[src/rtl/enum_stepper_if.sv]
// Command/status bundle for enum_stepper: valid/ready command
// channel plus the registered enumeration outputs.
interface enum_stepper_if #(
  parameter int WIDTH = 32,
  parameter int IDXW  = 1
);
  logic             cmd_valid;
  logic             cmd_ready;
  logic [1:0]       cmd_op;
  logic [WIDTH-1:0] cmd_data;
  logic [WIDTH-1:0] value;
  logic [IDXW-1:0]  index;
  logic             known;
  logic             wrapped;

  modport master (
    output cmd_valid, cmd_op, cmd_data,
    input  cmd_ready, value, index, known, wrapped
  );

  modport slave (
    input  cmd_valid, cmd_op, cmd_data,
    output cmd_ready, value, index, known, wrapped
  );
endinterface

[src/rtl/enum_stepper.sv]
// Sparse-enum stepper: next/prev with wrap, LOAD with serial table search.
// Optional wrap counter output enabled by ENUM_STEPPER_WRAPCNT_EN.
module enum_stepper #(
  parameter int WIDTH = 32,
  parameter int NUM   = 2,
  parameter logic [NUM*WIDTH-1:0] VALUES = {32'h0000f00d, 32'h00000001},
  parameter int IDXW  = $clog2(NUM)
) (
  input  logic clk,
  input  logic reset,
`ifdef ENUM_STEPPER_WRAPCNT_EN
  output logic [7:0] wrap_count,
`endif
  enum_stepper_if.slave bus
);

  typedef enum logic {
    IDLE,
    SEARCH
  } state_e;

  localparam logic [IDXW-1:0] LAST = IDXW'(NUM - 1);

  logic [WIDTH-1:0] tbl [NUM];

  for (genvar g = 0; g < NUM; g++) begin : g_tbl
    assign tbl[g] = VALUES[g*WIDTH +: WIDTH];
  end

  state_e           state_q, state_d;
  logic [WIDTH-1:0] val_q, val_d;
  logic [IDXW-1:0]  idx_q, idx_d;
  logic             known_q, known_d;
  logic             wrap_q, wrap_d;
  logic [WIDTH-1:0] data_q, data_d;
  logic [IDXW-1:0]  ptr_q, ptr_d;
`ifdef ENUM_STEPPER_WRAPCNT_EN
  logic [7:0]       cnt_q, cnt_d;
`endif

  always_comb begin
    state_d = state_q;
    val_d   = val_q;
    idx_d   = idx_q;
    known_d = known_q;
    wrap_d  = 1'b0;
    data_d  = data_q;
    ptr_d   = ptr_q;
`ifdef ENUM_STEPPER_WRAPCNT_EN
    cnt_d   = cnt_q;
`endif
    unique case (state_q)
      IDLE: begin
        if (bus.cmd_valid) begin
          unique case (bus.cmd_op)
            2'b00: ;
            2'b01: begin
              // Stepping from a non-member restarts the walk, no wrap
              if (!known_q) begin
                idx_d = '0;
              end else if (idx_q == LAST) begin
                idx_d  = '0;
                wrap_d = 1'b1;
              end else begin
                idx_d = idx_q + IDXW'(1);
              end
              val_d   = tbl[idx_d];
              known_d = 1'b1;
            end
            2'b10: begin
              if (!known_q) begin
                idx_d = LAST;
              end else if (idx_q == '0) begin
                idx_d  = LAST;
                wrap_d = 1'b1;
              end else begin
                idx_d = idx_q - IDXW'(1);
              end
              val_d   = tbl[idx_d];
              known_d = 1'b1;
            end
            2'b11: begin
              data_d  = bus.cmd_data;
              ptr_d   = '0;
              state_d = SEARCH;
            end
          endcase
        end
      end
      SEARCH: begin
        if (tbl[ptr_q] == data_q) begin
          val_d   = data_q;
          idx_d   = ptr_q;
          known_d = 1'b1;
          state_d = IDLE;
        end else if (ptr_q == LAST) begin
          val_d   = data_q;
          idx_d   = '0;
          known_d = 1'b0;
          state_d = IDLE;
`ifdef ENUM_STEPPER_WRAPCNT_EN
          cnt_d   = '0;
`endif
        end else begin
          ptr_d = ptr_q + IDXW'(1);
        end
      end
    endcase
`ifdef ENUM_STEPPER_WRAPCNT_EN
    if (wrap_d && cnt_q != 8'hff) begin
      cnt_d = cnt_q + 8'd1;
    end
`endif
  end

  always_ff @(posedge clk) begin
    if (reset) begin
      state_q <= IDLE;
      val_q   <= tbl[0];
      idx_q   <= '0;
      known_q <= 1'b1;
      wrap_q  <= 1'b0;
      data_q  <= '0;
      ptr_q   <= '0;
`ifdef ENUM_STEPPER_WRAPCNT_EN
      cnt_q   <= '0;
`endif
    end else begin
      state_q <= state_d;
      val_q   <= val_d;
      idx_q   <= idx_d;
      known_q <= known_d;
      wrap_q  <= wrap_d;
      data_q  <= data_d;
      ptr_q   <= ptr_d;
`ifdef ENUM_STEPPER_WRAPCNT_EN
      cnt_q   <= cnt_d;
`endif
    end
  end

  assign bus.cmd_ready = (state_q == IDLE);
  assign bus.value     = val_q;
  assign bus.index     = idx_q;
  assign bus.known     = known_q;
  assign bus.wrapped   = wrap_q;
`ifdef ENUM_STEPPER_WRAPCNT_EN
  assign wrap_count    = cnt_q;
`endif

endmodule

[src/flat_wrapper.sv]
// flat-port wrapper written by rule: the top's interface ports become plain ports
module enum_stepper_flat 
#(
  parameter int WIDTH = 32,
  parameter int NUM   = 2,
  parameter logic [NUM*WIDTH-1:0] VALUES = {32'h0000f00d, 32'h00000001},
  parameter int IDXW  = $clog2(NUM)
)
  (clk, reset, bus_cmd_valid, bus_cmd_op, bus_cmd_data, bus_cmd_ready, bus_value, bus_index, bus_known, bus_wrapped);
  enum_stepper_if #(.WIDTH(WIDTH), .IDXW(IDXW)) bus_i ();
  input  logic clk;
  input  logic reset;
  input wire logic [$bits(bus_i.cmd_valid)-1:0] bus_cmd_valid;
  input wire logic [$bits(bus_i.cmd_op)-1:0] bus_cmd_op;
  input wire logic [$bits(bus_i.cmd_data)-1:0] bus_cmd_data;
  output wire logic [$bits(bus_i.cmd_ready)-1:0] bus_cmd_ready;
  output wire logic [$bits(bus_i.value)-1:0] bus_value;
  output wire logic [$bits(bus_i.index)-1:0] bus_index;
  output wire logic [$bits(bus_i.known)-1:0] bus_known;
  output wire logic [$bits(bus_i.wrapped)-1:0] bus_wrapped;
  assign bus_i.cmd_valid = bus_cmd_valid;
  assign bus_i.cmd_op = bus_cmd_op;
  assign bus_i.cmd_data = bus_cmd_data;
  assign bus_cmd_ready = bus_i.cmd_ready;
  assign bus_value = bus_i.value;
  assign bus_index = bus_i.index;
  assign bus_known = bus_i.known;
  assign bus_wrapped = bus_i.wrapped;
  enum_stepper #(.WIDTH(WIDTH), .NUM(NUM), .VALUES(VALUES), .IDXW(IDXW)) u_core (.clk(clk), .reset(reset), .bus(bus_i));
endmodule
[config.mk]
export PLATFORM = sky130hd
export DESIGN_NAME = enum_stepper_flat
export DESIGN_NICKNAME = d
export VERILOG_FILES = /design/src/rtl/enum_stepper_if.sv /design/src/rtl/enum_stepper.sv /design/src/flat_wrapper.sv
export SDC_FILE = /design/constraint.sdc
export NUM_CORES = 1
export LEC_CHECK = 0
export CAP_MARGIN = 20
export CORE_MARGIN = 5
export CORE_UTILIZATION = 51
export DETAILED_ROUTE_END_ITERATION = 12
export GPL_TIMING_DRIVEN = 0
export PLACE_DENSITY = 0.93
export SETUP_SLACK_MARGIN = 0.3
export SLEW_MARGIN = 20
export SYNTH_ARGS = -nofsm -noshare
export SYNTH_HDL_FRONTEND = slang
export SYNTH_SLANG_ARGS = --single-unit
[constraint.sdc]
create_clock -name clk -period 6 [get_ports clk]
set_clock_uncertainty 0.15 [all_clocks]
set_input_delay 1.2 -clock clk [delete_from_list [all_inputs] [get_ports clk]]
set_output_delay 1.2 -clock clk [all_outputs]
set_load 0.02 [all_outputs]
==> results_dict.tcl <==
set metrics [dict create \
    min_path_type "reg -> reg" \
    powerDensity_mw_per_mm2 281 \
    finalHoldViolCount 0 \
    period_needed_ns 3.10 \
    yosys_warnings 0 \
    arrival_ns 1.75 \
    yosysSeqAreaShare_pct 53.4 \
    postLayoutCoreUtil_pct 72.2 \
    cap_violations 0 \
    cp_max_fo 10 \
    cts.sink_count 69 \
    finalSetupViolCount 0 \
    first_iter_violations 131 \
    first_global_vias 2366 \
    clock.fmax_mhz 323 \
    dr.pass1.iters 4 \
    synth_area_sq_mm 0.00259 \
    endpoint_kind "primary output" \
    slew_headroom_pct 54.4 \
    r2r_cells 7 \
    grt_pass1_wl_mm 10.8 \
    path_class "reg -> out" \
    syn_area_per_cell_sq_um 9.20 \
    clkTransAtPathRegs_ns 0.07 \
    path_depth 3 \
    antenna_found_initial 0 \
    cpMaxStageDelayCell "clkdlybuf4s50_1" \
    grt_usage_pct 21.7 \
    num_rows 26 \
    worstMarginPinSlew_ns 0.684 \
    synthCells 281 \
    wl_mm 6.75 \
    startpoint_type "flop" \
    routedWlPerCell_um 15.4 \
    clkPwrFrac_pct 41.3 \
    p_comb_share_pct 11.2 \
    drc_errors 0 \
    cts_hold_buf 0 \
    cp.buffers_inverters 3 \
    dieWidth_um 81.2 \
    p_int_mw 0.773 \
    grt_max_degree 13 \
    postCtsSetupRepairBufs 0 \
    cts.htree.levels 3 \
    routabilityCongestion 0.874 \
    fin_crit_sh_pct 51.7 \
    via_count 2400 \
    die_h_um 81.2 \
    clockBufferDepth 2 \
    holdWs_ns 0.317 \
    drive_above_1_share_pct 8.13 \
    power_leakage_nw 1.35 \
    ios 73 \
    cts_buffers 9 \
    critical_path.max_stage_delay_ns 0.58 \
    diodes 0 \
    path_delay_family "buffers and inverters" \
    worstHoldPathCells 2 \
    clock_latency_ns 0.35 \
    core_area_sq_mm 0.00501 \
    cts_root_buf "clkbuf_8" \
    p_sw_mw 0.244 \
    cts_tree "done" \
    setup_tns_ns 0 \
    ir_worst_vdd_mv 0.181 \
    layout_commonest_cell "clkdlybuf4s50_1" \
    synth.distinct_cells 36 \
    hpwlAfterDp_mm 4.84 \
    crit_path_cell_trace "clkbuf_1 > inv_2 > clkdlybuf4s50_1" \
    syn_to_final_growth_pct 39.9 \
    fp.dieArea_sq_mm 0.00660 \
    syn-num-nets 320 \
    cts_resized 0 \
    final_cell_mix "clkdlybuf4s50_1 (72), dfxtp_1 (69), nand2_1 (67)" \
    ant_nets 0 \
    via_per_inst 5.47 \
    portBuffers 72 \
    status "finished, final reports clean" \
    slew_violations 0 \
    crit_required_ns 4.65 \
    netSwitchingFraction_pct 24.0 \
    initial_core_util_pct 51.6 \
    seq_power_share_pct 47.5 \
    grt_remaining_overflow 0 \
    rsz0062_at_grt "false" \
    nNetsFinal 403 \
    synth_seq_cells 69 \
]
## metal layers
layer | wire, um | track usage [%] | vias up
li1 | - | - | 1161
met1 | 2770 | 25.7 | 1135
met2 | 3360 | 36.1 | 89
met3 | 493 | 5.76 | 15
met4 | 123 | 10.8 | 0
met5 | 0 | 0 | -
## cell usage after synthesis
master | n | area, sq um
dfxtp_1 | 69 | 1380
nand2_1 | 67 | 251
a21oi_1 | 41 | 205
a22o_1 | 19 | 166
clkbuf_1 | 11 | 41.3
nor4_1 | 7 | 43.8
a22o_2 | 6 | 60.1
a2bb2oi_1 | 6 | 52.6
buf_6 | 6 | 67.6
nor2_1 | 6 | 22.5
inv_1 | 5 | 18.8
nand3_1 | 4 | 20.0
nand4_1 | 3 | 18.8
o21ai_0 | 3 | 15.0
a31oi_1 | 2 | 12.5
buf_1 | 2 | 7.51
ha_1 | 2 | 25.0
nand2b_1 | 2 | 12.5
nor2b_1 | 2 | 12.5
nor3_1 | 2 | 10.0
a211o_1 | 1 | 8.76
a211oi_1 | 1 | 7.51
a22oi_1 | 1 | 7.51
and2_1 | 1 | 6.26
and3_1 | 1 | 6.26
inv_2 | 1 | 3.75
mux2i_1 | 1 | 10.0
nor4b_1 | 1 | 8.76
o211a_1 | 1 | 10.0
o21ai_1 | 1 | 5.00
o21bai_1 | 1 | 7.51
o311a_1 | 1 | 10.0
o31ai_1 | 1 | 7.51
o41ai_4 | 1 | 27.5
or2_1 | 1 | 6.26
xor2_1 | 1 | 8.76
## flip-flops by register name (all words and copies together), names as in the netlist
signal              cells
u_core.bus.value       32
u_core.ptr_q            1
u_core.data_q          32
u_core.bus.wrapped      1
u_core.bus.known        1
u_core.state_q          1
u_core.bus.index        1
## per-stage QoR
step,power [mW],instances,setup slack (ns),cell area (sq um)
after floorplan,0.551,281,3.32,2590
after global placement,0.601,423,2.70,3390
after detailed placement,0.605,423,2.63,3390
after CTS,1.02,439,2.92,3620
after global routing,1.06,439,2.81,3620
final,1.02,439,2.90,3620
## cell families after synthesis
family	count (synthesis)	synth area share [%]
compound gates	86	23.3
xor+xnor	1	0.339
buf+inv	25	5.37
fa+ha+maj	2	0.967
mux	1	0.387
flops	69	53.4
simple gates	97	16.2
## path summary, 6_finish.rpt
| check | start | to | slack [ns] |
|---|---|---|---|
| worst max-delay path | u_core.state_q$_SDFF_PP0_ | bus_cmd_ready | 2.90 |
| worst min-delay path | u_core.bus.value[0]$_SDFFE_PP1P_ | u_core.bus.value[0]$_SDFFE_PP1P_ | 0.32 |
| worst max register to register | u_core.data_q[23]$_SDFFE_PP0P_ | u_core.bus.value[19]$_SDFFE_PP0P_ | 3.60 |
| worst min register to register | u_core.bus.value[0]$_SDFFE_PP1P_ | u_core.bus.value[0]$_SDFFE_PP1P_ | 0.32 |
## power by group through the flow
stage / clock (mW) / combinational, mW / sequential, mW
after floorplan: 0 / 0.0532 / 0.498
after global placement: 0 / 0.109 / 0.492
after detailed placement: 0 / 0.112 / 0.493
after CTS: 0.423 / 0.113 / 0.483
after global routing: 0.448 / 0.122 / 0.485
final: 0.420 / 0.113 / 0.483
## worst register-to-register path: stages, from the launching register on
cell and delay (ns):
dfxtp_1 0.33, nor4_1 0.37, nand4_1 0.20, or2_1 0.26, buf_6 0.14, o41ai_4 0.50, buf_6 0.22, a22o_1 0.15
## cell type report
| class | count | area [sq um] |
|---|---|---|
| timing repair buffer | 72 | 721 |
| fill | 354 | 1390 |
| clock buffer | 10 | 138 |
| multi-input combinational | 187 | 1070 |
| clock inverter | 6 | 86.3 |
| tap | 70 | 87.6 |
| inverter | 6 | 22.5 |
| sequential | 69 | 1380 |
| buffer | 19 | 116 |
No activity file was read; power rests on OpenSTA's default activity.
